**src/rtl/hpdcache_mfifo_pkg.sv**
```systemverilog
// Shared width helpers for the register-based multi-channel FIFO.
package hpdcache_mfifo_pkg;

    // Width of a channel index; at least one bit even for a single channel
    function automatic int unsigned mfifo_chw(input int unsigned nch);
        return (nch > 1) ? $clog2(nch) : 1;
    endfunction

    // Width of an occupancy counter able to hold 0..depth
    function automatic int unsigned mfifo_cw(input int unsigned depth);
        return $clog2(depth + 1);
    endfunction

    // Width of a pointer addressing 0..depth-1
    function automatic int unsigned mfifo_pw(input int unsigned depth);
        return (depth > 1) ? $clog2(depth) : 1;
    endfunction

endpackage

```
**src/rtl/hpdcache_mfifo_ctrl.sv**
```systemverilog
// Per-channel control of the multi-channel FIFO: read/write pointers,
// occupancy counter and empty/full flags. One instance per channel.
module hpdcache_mfifo_ctrl
    import hpdcache_mfifo_pkg::*;
#(
    parameter int unsigned DEPTH = 4
)(
    input  logic                        clk_i,
    input  logic                        rst_ni,
    input  logic                        wexec_i,
    input  logic                        rexec_i,
    input  logic                        flush_i,
    output logic [mfifo_pw(DEPTH)-1:0]  wptr_o,
    output logic [mfifo_pw(DEPTH)-1:0]  rptr_o,
    output logic                        empty_o,
    output logic                        full_o,
    output logic [mfifo_cw(DEPTH)-1:0]  count_o
);

    localparam int unsigned PW = mfifo_pw(DEPTH);
    localparam int unsigned CW = mfifo_cw(DEPTH);
    localparam logic [PW-1:0] LAST_PTR  = PW'(DEPTH - 1);
    localparam logic [CW-1:0] DEPTH_CNT = CW'(DEPTH);

    logic [PW-1:0] r_wptr;
    logic [PW-1:0] r_rptr;
    logic [CW-1:0] r_count;
    logic [PW-1:0] w_wptrNext;
    logic [PW-1:0] w_rptrNext;

    // Next pointer values wrap explicitly so that non-power-of-two depths work
    always_comb begin
        w_wptrNext = (r_wptr == LAST_PTR) ? '0 : r_wptr + PW'(1);
        w_rptrNext = (r_rptr == LAST_PTR) ? '0 : r_rptr + PW'(1);
    end

    // Pointer and occupancy state; flush wins over any access in the same cycle
    always_ff @(posedge clk_i or negedge rst_ni) begin
        if (!rst_ni) begin
            r_wptr  <= '0;
            r_rptr  <= '0;
            r_count <= '0;
        end else if (flush_i) begin
            r_wptr  <= '0;
            r_rptr  <= '0;
            r_count <= '0;
        end else begin
            if (wexec_i) r_wptr <= w_wptrNext;
            if (rexec_i) r_rptr <= w_rptrNext;
            unique case ({wexec_i, rexec_i})
                2'b10:   r_count <= r_count + CW'(1);
                2'b01:   r_count <= r_count - CW'(1);
                default: r_count <= r_count;
            endcase
        end
    end

    assign wptr_o  = r_wptr;
    assign rptr_o  = r_rptr;
    assign count_o = r_count;
    assign empty_o = (r_count == '0);
    assign full_o  = (r_count == DEPTH_CNT);

    // The counter must always agree with the pointer distance
    a_countMatchesPtrs : assert property (@(posedge clk_i) disable iff (!rst_ni)
        (int'(r_count) == ((int'(r_wptr) - int'(r_rptr) + int'(DEPTH)) % int'(DEPTH))) ||
        ((r_wptr == r_rptr) && (r_count == DEPTH_CNT)));

endmodule

```
**src/rtl/hpdcache_mfifo_reg.sv**
```systemverilog
// Register-based multi-channel FIFO: NCH queues of DEPTH entries sharing one
// write port and one read port, steered by channel indexes.
// Optional same-cycle write-to-read bypass on an empty channel is enabled by
// defining HPDCACHE_MFIFO_BYPASS_EN.
module hpdcache_mfifo_reg
    import hpdcache_mfifo_pkg::*;
#(
    parameter int unsigned NCH          = 2,
    parameter int unsigned DEPTH        = 4,
    parameter int unsigned AFULL_THRESH = DEPTH - 1,
    parameter type         fifo_data_t  = logic
)(
    input  logic                              clk_i,
    input  logic                              rst_ni,
    input  logic                              w_i,
    input  logic [mfifo_chw(NCH)-1:0]         wch_i,
    input  fifo_data_t                        wdata_i,
    output logic                              wok_o,
    input  logic                              r_i,
    input  logic [mfifo_chw(NCH)-1:0]         rch_i,
    output logic                              rok_o,
    output fifo_data_t                        rdata_o,
    input  logic [NCH-1:0]                    flush_i,
    output logic [NCH-1:0]                    nempty_o,
    output logic [NCH-1:0]                    afull_o,
    output logic [NCH*mfifo_cw(DEPTH)-1:0]    count_o
);

    localparam int unsigned CHW = mfifo_chw(NCH);
    localparam int unsigned CW  = mfifo_cw(DEPTH);
    localparam int unsigned PW  = mfifo_pw(DEPTH);

    fifo_data_t    r_mem [NCH][DEPTH];
    logic [PW-1:0] w_wptr [NCH];
    logic [PW-1:0] w_rptr [NCH];
    logic [CW-1:0] w_count [NCH];
    logic [NCH-1:0] w_empty;
    logic [NCH-1:0] w_full;
    logic [NCH-1:0] w_wexec;
    logic [NCH-1:0] w_rexec;
    logic w_wchValid;
    logic w_rchValid;
    logic w_bypass;

    assign w_wchValid = (32'(wch_i) < NCH);
    assign w_rchValid = (32'(rch_i) < NCH);

`ifdef HPDCACHE_MFIFO_BYPASS_EN
    assign w_bypass = w_i & w_wchValid & w_rchValid & (wch_i == rch_i) &
                      w_empty[rch_i] & ~flush_i[rch_i];
`else
    assign w_bypass = 1'b0;
`endif

    // Handshake outputs and read data mux; a pending flush blocks both ports
    always_comb begin
        wok_o   = 1'b0;
        rok_o   = 1'b0;
        rdata_o = '0;
        if (w_wchValid) begin
            wok_o = ~w_full[wch_i] & ~flush_i[wch_i];
        end
        if (w_rchValid) begin
            rok_o   = ~w_empty[rch_i] & ~flush_i[rch_i];
            rdata_o = r_mem[rch_i][w_rptr[rch_i]];
        end
        if (w_bypass) begin
            rok_o   = 1'b1;
            rdata_o = wdata_i;
        end
    end

    for (genvar c = 0; c < NCH; c++) begin : gen_ch
        // A bypassed entry that is popped the same cycle never touches the queue
        assign w_wexec[c] = w_i & wok_o & (wch_i == CHW'(c)) & ~(w_bypass & r_i);
        assign w_rexec[c] = r_i & rok_o & (rch_i == CHW'(c)) & ~w_bypass;

        hpdcache_mfifo_ctrl #(
            .DEPTH   (DEPTH)
        ) i_ctrl (
            .clk_i   (clk_i),
            .rst_ni  (rst_ni),
            .wexec_i (w_wexec[c]),
            .rexec_i (w_rexec[c]),
            .flush_i (flush_i[c]),
            .wptr_o  (w_wptr[c]),
            .rptr_o  (w_rptr[c]),
            .empty_o (w_empty[c]),
            .full_o  (w_full[c]),
            .count_o (w_count[c])
        );

        assign nempty_o[c]          = ~w_empty[c];
        assign afull_o[c]           = (w_count[c] >= CW'(AFULL_THRESH));
        assign count_o[c*CW +: CW]  = w_count[c];
    end

    // Storage write: accepted data lands at the target channel's write pointer
    always_ff @(posedge clk_i) begin
        for (int c = 0; c < NCH; c++) begin
            if (w_wexec[c]) r_mem[c][w_wptr[c]] <= wdata_i;
        end
    end

endmodule
```
**config.mk**
```make
export PLATFORM = sky130hd
export DESIGN_NAME = hpdcache_mfifo_reg
export DESIGN_NICKNAME = d
export VERILOG_FILES = /design/src/rtl/hpdcache_mfifo_pkg.sv /design/src/rtl/hpdcache_mfifo_ctrl.sv /design/src/rtl/hpdcache_mfifo_reg.sv
export SDC_FILE = /design/constraint.sdc
export NUM_CORES = 1
export LEC_CHECK = 0
export CORE_AREA = 2 2 55 57
export DETAILED_ROUTE_END_ITERATION = 8
export DIE_AREA = 0 0 57 59
export PLACE_DENSITY = 0.82
export SLEW_MARGIN = 25
export SYNTH_ARGS = -nofsm -noshare
export SYNTH_HDL_FRONTEND = slang
export SYNTH_SLANG_ARGS = --single-unit
```
**constraint.sdc**
```tcl
create_clock -name clk_i -period 2.2 [get_ports clk_i]
set_input_delay 0.33 -clock clk_i [delete_from_list [all_inputs] [get_ports clk_i]]
set_output_delay 0.33 -clock clk_i [all_outputs]
set_load 0.005 [all_outputs]
```
; Word level (Yosys, flattened, before mapping)
; Memories as Yosys holds them, arrays and structs flattened.
; Cells that the tools add are included.
[totals]
ff_bits = 14
ram_bits = 8
in_bits = 9
output_inout_bits = 13
word_cells = 107
memories = 1
[memory_table]
columns = name, words, word_bits, rd, rd_clocked_by_memory_dff, write_ports, line
row1 = r_mem, 2, 4, 1, 0, 1, hpdcache_mfifo_reg.sv:33  ; fifo_data_t r_mem [NCH][DEPTH];
[classes]
addsub = 8
magnitude_cmp = 10
eq_ne = 10
muxes = 41
bitwise = 20
reduce_logical = 11
[ops]
columns = operator, count
row1 = 2-bit two-way mux, 15
row2 = 4-bit two-way mux, 4
row3 = 1-bit two-way mux, 15
row4 = "2-bit == test, second input constant", 6
row5 = 3-bit case mux with 2 select lines, 2
row6 = "3-bit greater-or-equal comparator, second input constant", 3
row7 = 2-bit NOT with 3-bit output, 3
row8 = "2-bit by 1-bit adder with 2-bit output, second input constant", 4
row9 = 1-bit AND, 8
row10 = 1-bit NOT, 8
row11 = 2-bit nonzero test, 4
row12 = "3-bit by 1-bit adder with 3-bit output, second input constant", 2
row13 = "3-bit == test, second input constant", 2
row14 = "3-bit by 2-bit greater-or-equal comparator with 1-bit output, second input constant", 2
row15 = 3-bit zero test, 2
row16 = "3-bit by 1-bit < comparator with 1-bit output, second input constant", 2
row17 = 3-bit two-way mux, 2
row18 = 3-bit nonzero test, 2
row19 = "3-bit by 1-bit subtractor with 3-bit output, second input constant", 2
row20 = 1-bit demux with 2-bit select, 2
row21 = "2-bit by 1-bit == test with 1-bit output, second input constant", 2
row22 = "1-bit by 2-bit < comparator with 1-bit output, second input constant", 2
row23 = 4-bit OR reduction, 1
row24 = 1-bit binary-select mux with 2-bit select, 1
row25 = other kinds (3), 4

; Longest topological paths before layout
[logic_depth]
word_depth = 11
depth_mapped = 8
depth_no_buf = 7

; Cells and area by module
; Synthesis repeated with hierarchy kept, for this count alone.
[hier_totals]
hier_cells = 110
area_unflattened_um2 = 1278.7
[modules_own_cells]
columns = module, n_inst, cells_each, area_per_inst_um2, seq_area_each_um2
row1 = hpdcache_mfifo_ctrl, 2, 36, 400.4, 175.2
row2 = hpdcache_mfifo_reg, 1, 38, 478.0, 240.2

; Worst setup path after synthesis
; No wires, ideal clock.
[synth_timing]
path_type = register to register
startpoint = register gen_ch[0].i_ctrl.r_count[0]
endpoint = register gen_ch[0].i_ctrl.r_count[2]
setup_ns = 0.066
arrival_ns = 1.938
required_time_ns = 2.134
path_slack_ns = 0.196
path_stages_with_launch = 8
n_path_buf = 0
period_less_slack_ns = 2.004
path_cell_list = dfrtp_1 > or3_4 > nand2_4 > nor2_1 > fa_1 > and4b_1 > o221ai_1 > o31a_1
[synth_between]
elab_chain_len = 10
elab_cells_between_ends = 21
classes_between = add/sub: 2 / eq/ne: 3 / mux: 6 / bitwise: 8 / reduce/logical: 2
[synth_rtl]
columns = element, line
row1 = from (decl), hpdcache_mfifo_ctrl.sv:27  ; logic [CW-1:0] r_count;
row2 = from (signal assigned), hpdcache_mfifo_ctrl.sv:51  ; 2'b10: r_count <= r_count + CW'(1);
row3 = from (signal assigned), hpdcache_mfifo_ctrl.sv:52  ; 2'b01: r_count <= r_count - CW'(1);
row4 = from (signal assigned), hpdcache_mfifo_ctrl.sv:53  ; default: r_count <= r_count;
row5 = 3-bit == test / 3-bit zero test (equally long branches), "hpdcache_mfifo_ctrl.sv:62, hpdcache_mfifo_ctrl.sv:61"
row6 = "1-bit two-way mux, on equally long branches (2 in series)", "hpdcache_mfifo_reg.sv:61, hpdcache_mfifo_reg.sv:64"
row7 = "1-bit NOT, on equally long branches", "hpdcache_mfifo_reg.sv:61, hpdcache_mfifo_reg.sv:64"
row8 = "1-bit AND, on equally long branches", "hpdcache_mfifo_reg.sv:61, hpdcache_mfifo_reg.sv:64"
row9 = "1-bit AND, on equally long branches (2 in series)", "hpdcache_mfifo_reg.sv:75, hpdcache_mfifo_reg.sv:76"
row10 = 2-bit by 1-bit == test with 1-bit output / 2-bit == test (equally long branches), hpdcache_mfifo_ctrl.sv:50  ; unique case ({wexec_i, rexec_i})
row11 = 3-bit case mux with 2 select lines, hpdcache_mfifo_ctrl.sv:50
row12 = 3-bit two-way mux, hpdcache_mfifo_ctrl.sv:43  ; end else if (flush_i) begin
; Several ways; a longest one is shown, not always the timed one. The select of a mux whose other input is x is not followed.
; A chain may end at the register's enable or synchronous reset.

; Worst setup path in the final report
[layout_timing]
startpoint = input wch_i
endpoint = output wok_o
[layout_between]
elab_chain_len = 4
elab_cells_between_ends = 7
classes_between = mux: 4 / bitwise: 3
[layout_rtl]
columns = element, line
row1 = from (decl), hpdcache_mfifo_reg.sv:16  ; input logic [mfifo_chw(NCH)-1:0] wch_i,
row2 = 1-bit two-way mux (not written as such) (2 in series), hpdcache_mfifo_reg.sv:61  ; wok_o = ~w_full[wch_i] & ~flush_i[wch_i];
row3 = 1-bit NOT, hpdcache_mfifo_reg.sv:61
row4 = 1-bit AND (*), hpdcache_mfifo_reg.sv:61
row5 = to (decl), hpdcache_mfifo_reg.sv:18  ; output logic wok_o,
; Mark *: on every way between the ends. The rest lies on a longest branch, timed or not. The select of a mux whose other input is x is not followed.

==> metrics.cfg <==
[run_status]
status = finished, final reports clean

[synthesis]
syn_inst = 119
synthAdderAreaFrac_pct = 9.92
synth_edf_count = 8
synthArstFlopShare_pct = 63.6
yosysSeqAreaShare_pct = 41.8
avgSynthCellArea_um2 = 11.9
synth_xor_area_share_pct = 4.78
synthMuxAreaShare_pct = 8.86
synth-simple-area-share_pct = 24.0
synth_ff_type = dfrtp_1
synth-seq-cells = 22
synthesis.area_mm2 = 0.00141
synth_cell_types = 46
yosysWarnings = 0
syn_nets = 138
synth_compound_area_share_pct = 7.53
synth_top_family_by_area = simple AND/OR/NAND/NOR gates

[sta]
finalCritPeriodShare_pct = 98.2
slew_headroom_pct = 55.8
finalSetupViolCount = 0
tightest_slew_ps = 660
final_max_slew_viol_count = 0
setup_tns_ps = 0
final_hold_viol_count = 0
fmax_mhz = 463
finClkSkew_ps = 2.52
fin_crit_ps = 2160

[power_and_ir_drop]
p_switching_w = 0.000478
power_density_mw_per_mm2 = 803
power.total_w = 0.00150
power.leakage_nw = 0.842
combPwrFrac_pct = 48.9
seq_power_share_pct = 36.3
p_sw_share_pct = 31.9
ir_drop_uv = 750
internal_power_w = 0.00102
clockPowerShare_pct = 14.7

[finish]
final_util_pct = 69.0
area_delta_synth_final_pct = 32.3
final_cells = 193
nNetsFinal = 182
fill_cells = 216
antennaDiodeCount = 0
design_area_mm2 = 0.00187
drive_above_1_share_pct = 29.0

[setup_path]
cp.arrival_ps = 1830
critPathMostFrequentCell = clkdlybuf4s50_1
ff2ff_setup_slack_ps = 110
rr_startpoint = gen_ch[1].i_ctrl.count_o[2]
cp-start-kind = input port
crit_chain = clkdlybuf4s50_1 -> buf_4 -> o32ai_1 -> clkdlybuf4s50_1
rr_worst_depth = 7
worstSetupPathType = in2out
cpMaxStageDelayCell = clkdlybuf4s50_1
slowest_delay_ps = 560
required_ps = 1870
crit_end = wok_o
worstSetupStartpoint = wch_i
critical_path.max_fanout = 3
rr_endpoint = gen_ch[1].i_ctrl.count_o[2]
end_kind = output port

[global_routing]
met2_usage_pct = 31.9
grt_antenna_before_repair = 0
grt_max_degree = 15
grtUsageMet3_pct = 2.40
grt-busiest-layer = met2
grt_pass1_vias = 1065
grtUsageMet1_pct = 22.3
grt_pass1_wl_mm = 4.60
overflow = 0
grtUsageTotal_pct = 17.8

[die]
design.die.area_mm2 = 0.00336
rows = 19
start_util_pct = 52.1
die_x_um = 57
die_height_um = 59
io_pins = 22
core_mm2 = 0.00271

[drt]
drc = 0
vias = 1037
ant_nets = 0
drtIter0Drc = 11
wirelength_mm = 2.73
drtPass1Iterations = 4
wl_per_cell_um = 14.2
viasPerCell = 5.37

[hold_path]
hold_path_class = in2async

[place]
routabilityCongestion = 0.862
placed_area_mm2 = 0.00178
post-dp-hpwl_mm = 2.12
io_buffers = 21
dp.cells = 185

[clocking]
cts_buffers = 3
cts.clk_slew.worst_paths_ps = 120
clock-root-buffer = clkbuf_4
clock_latency_ps = 300
cts-htree-levels = 1
cts_tree = done
cts.path.max_buffers = 2
cts_num_sinks = 22

[job]
max_cap_viol_count = 0

==> worst max-delay path: cells and delay by family <==
family                 cells  cell delay, ps
AOI/OAI and AO/OA          1             300
buffers and inverters      3            1200
==> flip-flops by register name, summed over array words and instances (netlist names) <==
signal / cells
gen_ch.i_ctrl.rptr_o: 4
gen_ch.i_ctrl.wptr_o: 4
r_mem: 8
gen_ch.i_ctrl.count_o: 6
==> cells in the mapped netlist (3+ instances only) <==
cell type	count	area, µm²
nand2b_1	4	25.0
dfrtp_1	14	350
mux2i_1	5	50.1
nor2b_1	3	18.8
nor2_1	8	30.0
ha_1	8	100
edfxtp_1	8	240
inv_1	6	22.5
and2_1	9	56.3
nand2_1	3	11.3
nor3b_2	4	50.1
==> final cells by class <==
| type | count | area, µm² | area share (%) |
|---|---|---|---|
| Tap cell | 31 | 38.8 | 2.07 |
| Clock buffer | 4 | 36.3 | 1.94 |
| Inverter | 6 | 22.5 | 1.20 |
| Multi-Input combinational cell | 87 | 803 | 43.0 |
| Sequential cell | 22 | 593 | 31.7 |
| Timing Repair Buffer | 43 | 375 | 20.1 |
==> power by group through the flow <==
stage	clock (W)	sequential, W	combinational (W)
after floorplan	0	0.000564	0.000316
after global placement	0	0.000542	0.000660
after detailed placement	0	0.000545	0.000673
after CTS	0.000229	0.000535	0.000711
after global routing	0.000240	0.000554	0.000801
final	0.000221	0.000545	0.000734
==> routing by layer <==
metal / vias to the layer above / part of all wire, %
met3: 4 / 3.1
met2: 19 / 51
li1: 509 / -
met4: 0 / 1.3
met1: 505 / 44
met5: - / 0
==> how the worst min path moves through the flow <==
stage,start,depth (start not counted),endpoint,slack (ps)
CTS,rst_ni,1,gen_ch[1].i_ctrl.count_o[0],440
detailed placement,gen_ch[1].i_ctrl.wptr_o[0],1,gen_ch[1].i_ctrl.wptr_o[0],560
finish,rst_ni,1,gen_ch[0].i_ctrl.rptr_o[0],420
floorplan,rst_ni,0,gen_ch[0].i_ctrl.count_o[0],30
global route,rst_ni,1,gen_ch[0].i_ctrl.rptr_o[0],480
global placement,gen_ch[1].i_ctrl.wptr_o[0],1,gen_ch[1].i_ctrl.wptr_o[0],520
==> placed cells by master (no fill, tap or decap), types with 3 or more instances in the layout <==
cell / count
inv_1: 6
mux2i_1: 4
ha_1: 8
nand2b_1: 4
clkdlybuf4s50_1: 18
clkbuf_4: 3
and2_1: 9
nor2b_1: 3
nand2_1: 3
buf_4: 22
edfxtp_1: 8
nor3b_2: 3
dfrtp_1: 12
nor2_1: 8
==> through the flow <==
stage	hold slack [ps]	setup WS, ps
after floorplan	34.4	196
after global placement	523	-125
after detailed placement	560	-222
after CTS	437	15.3
after global routing	478	-25.0
final	416	40.5
==> cell families (layout without fill, tap and decap cells) <==
logic type	Yosys count	in the layout
muxes	9	9
buffers and inverters	10	53
and+or+nand+nor	48	48
DFF	22	22
adders and majority gates	10	10
AOI/OAI and AO/OA	14	14
xor gates and xnor gates	6	6
==> what timing repair did <==
item	in CTS	in global routing
resized for setup	4	6
buffers inserted	3	1
setup endpoints to repair	2	3
hold buffers	0	0
pin swaps	1	3
No activity file was read; power rests on OpenSTA's default activity.
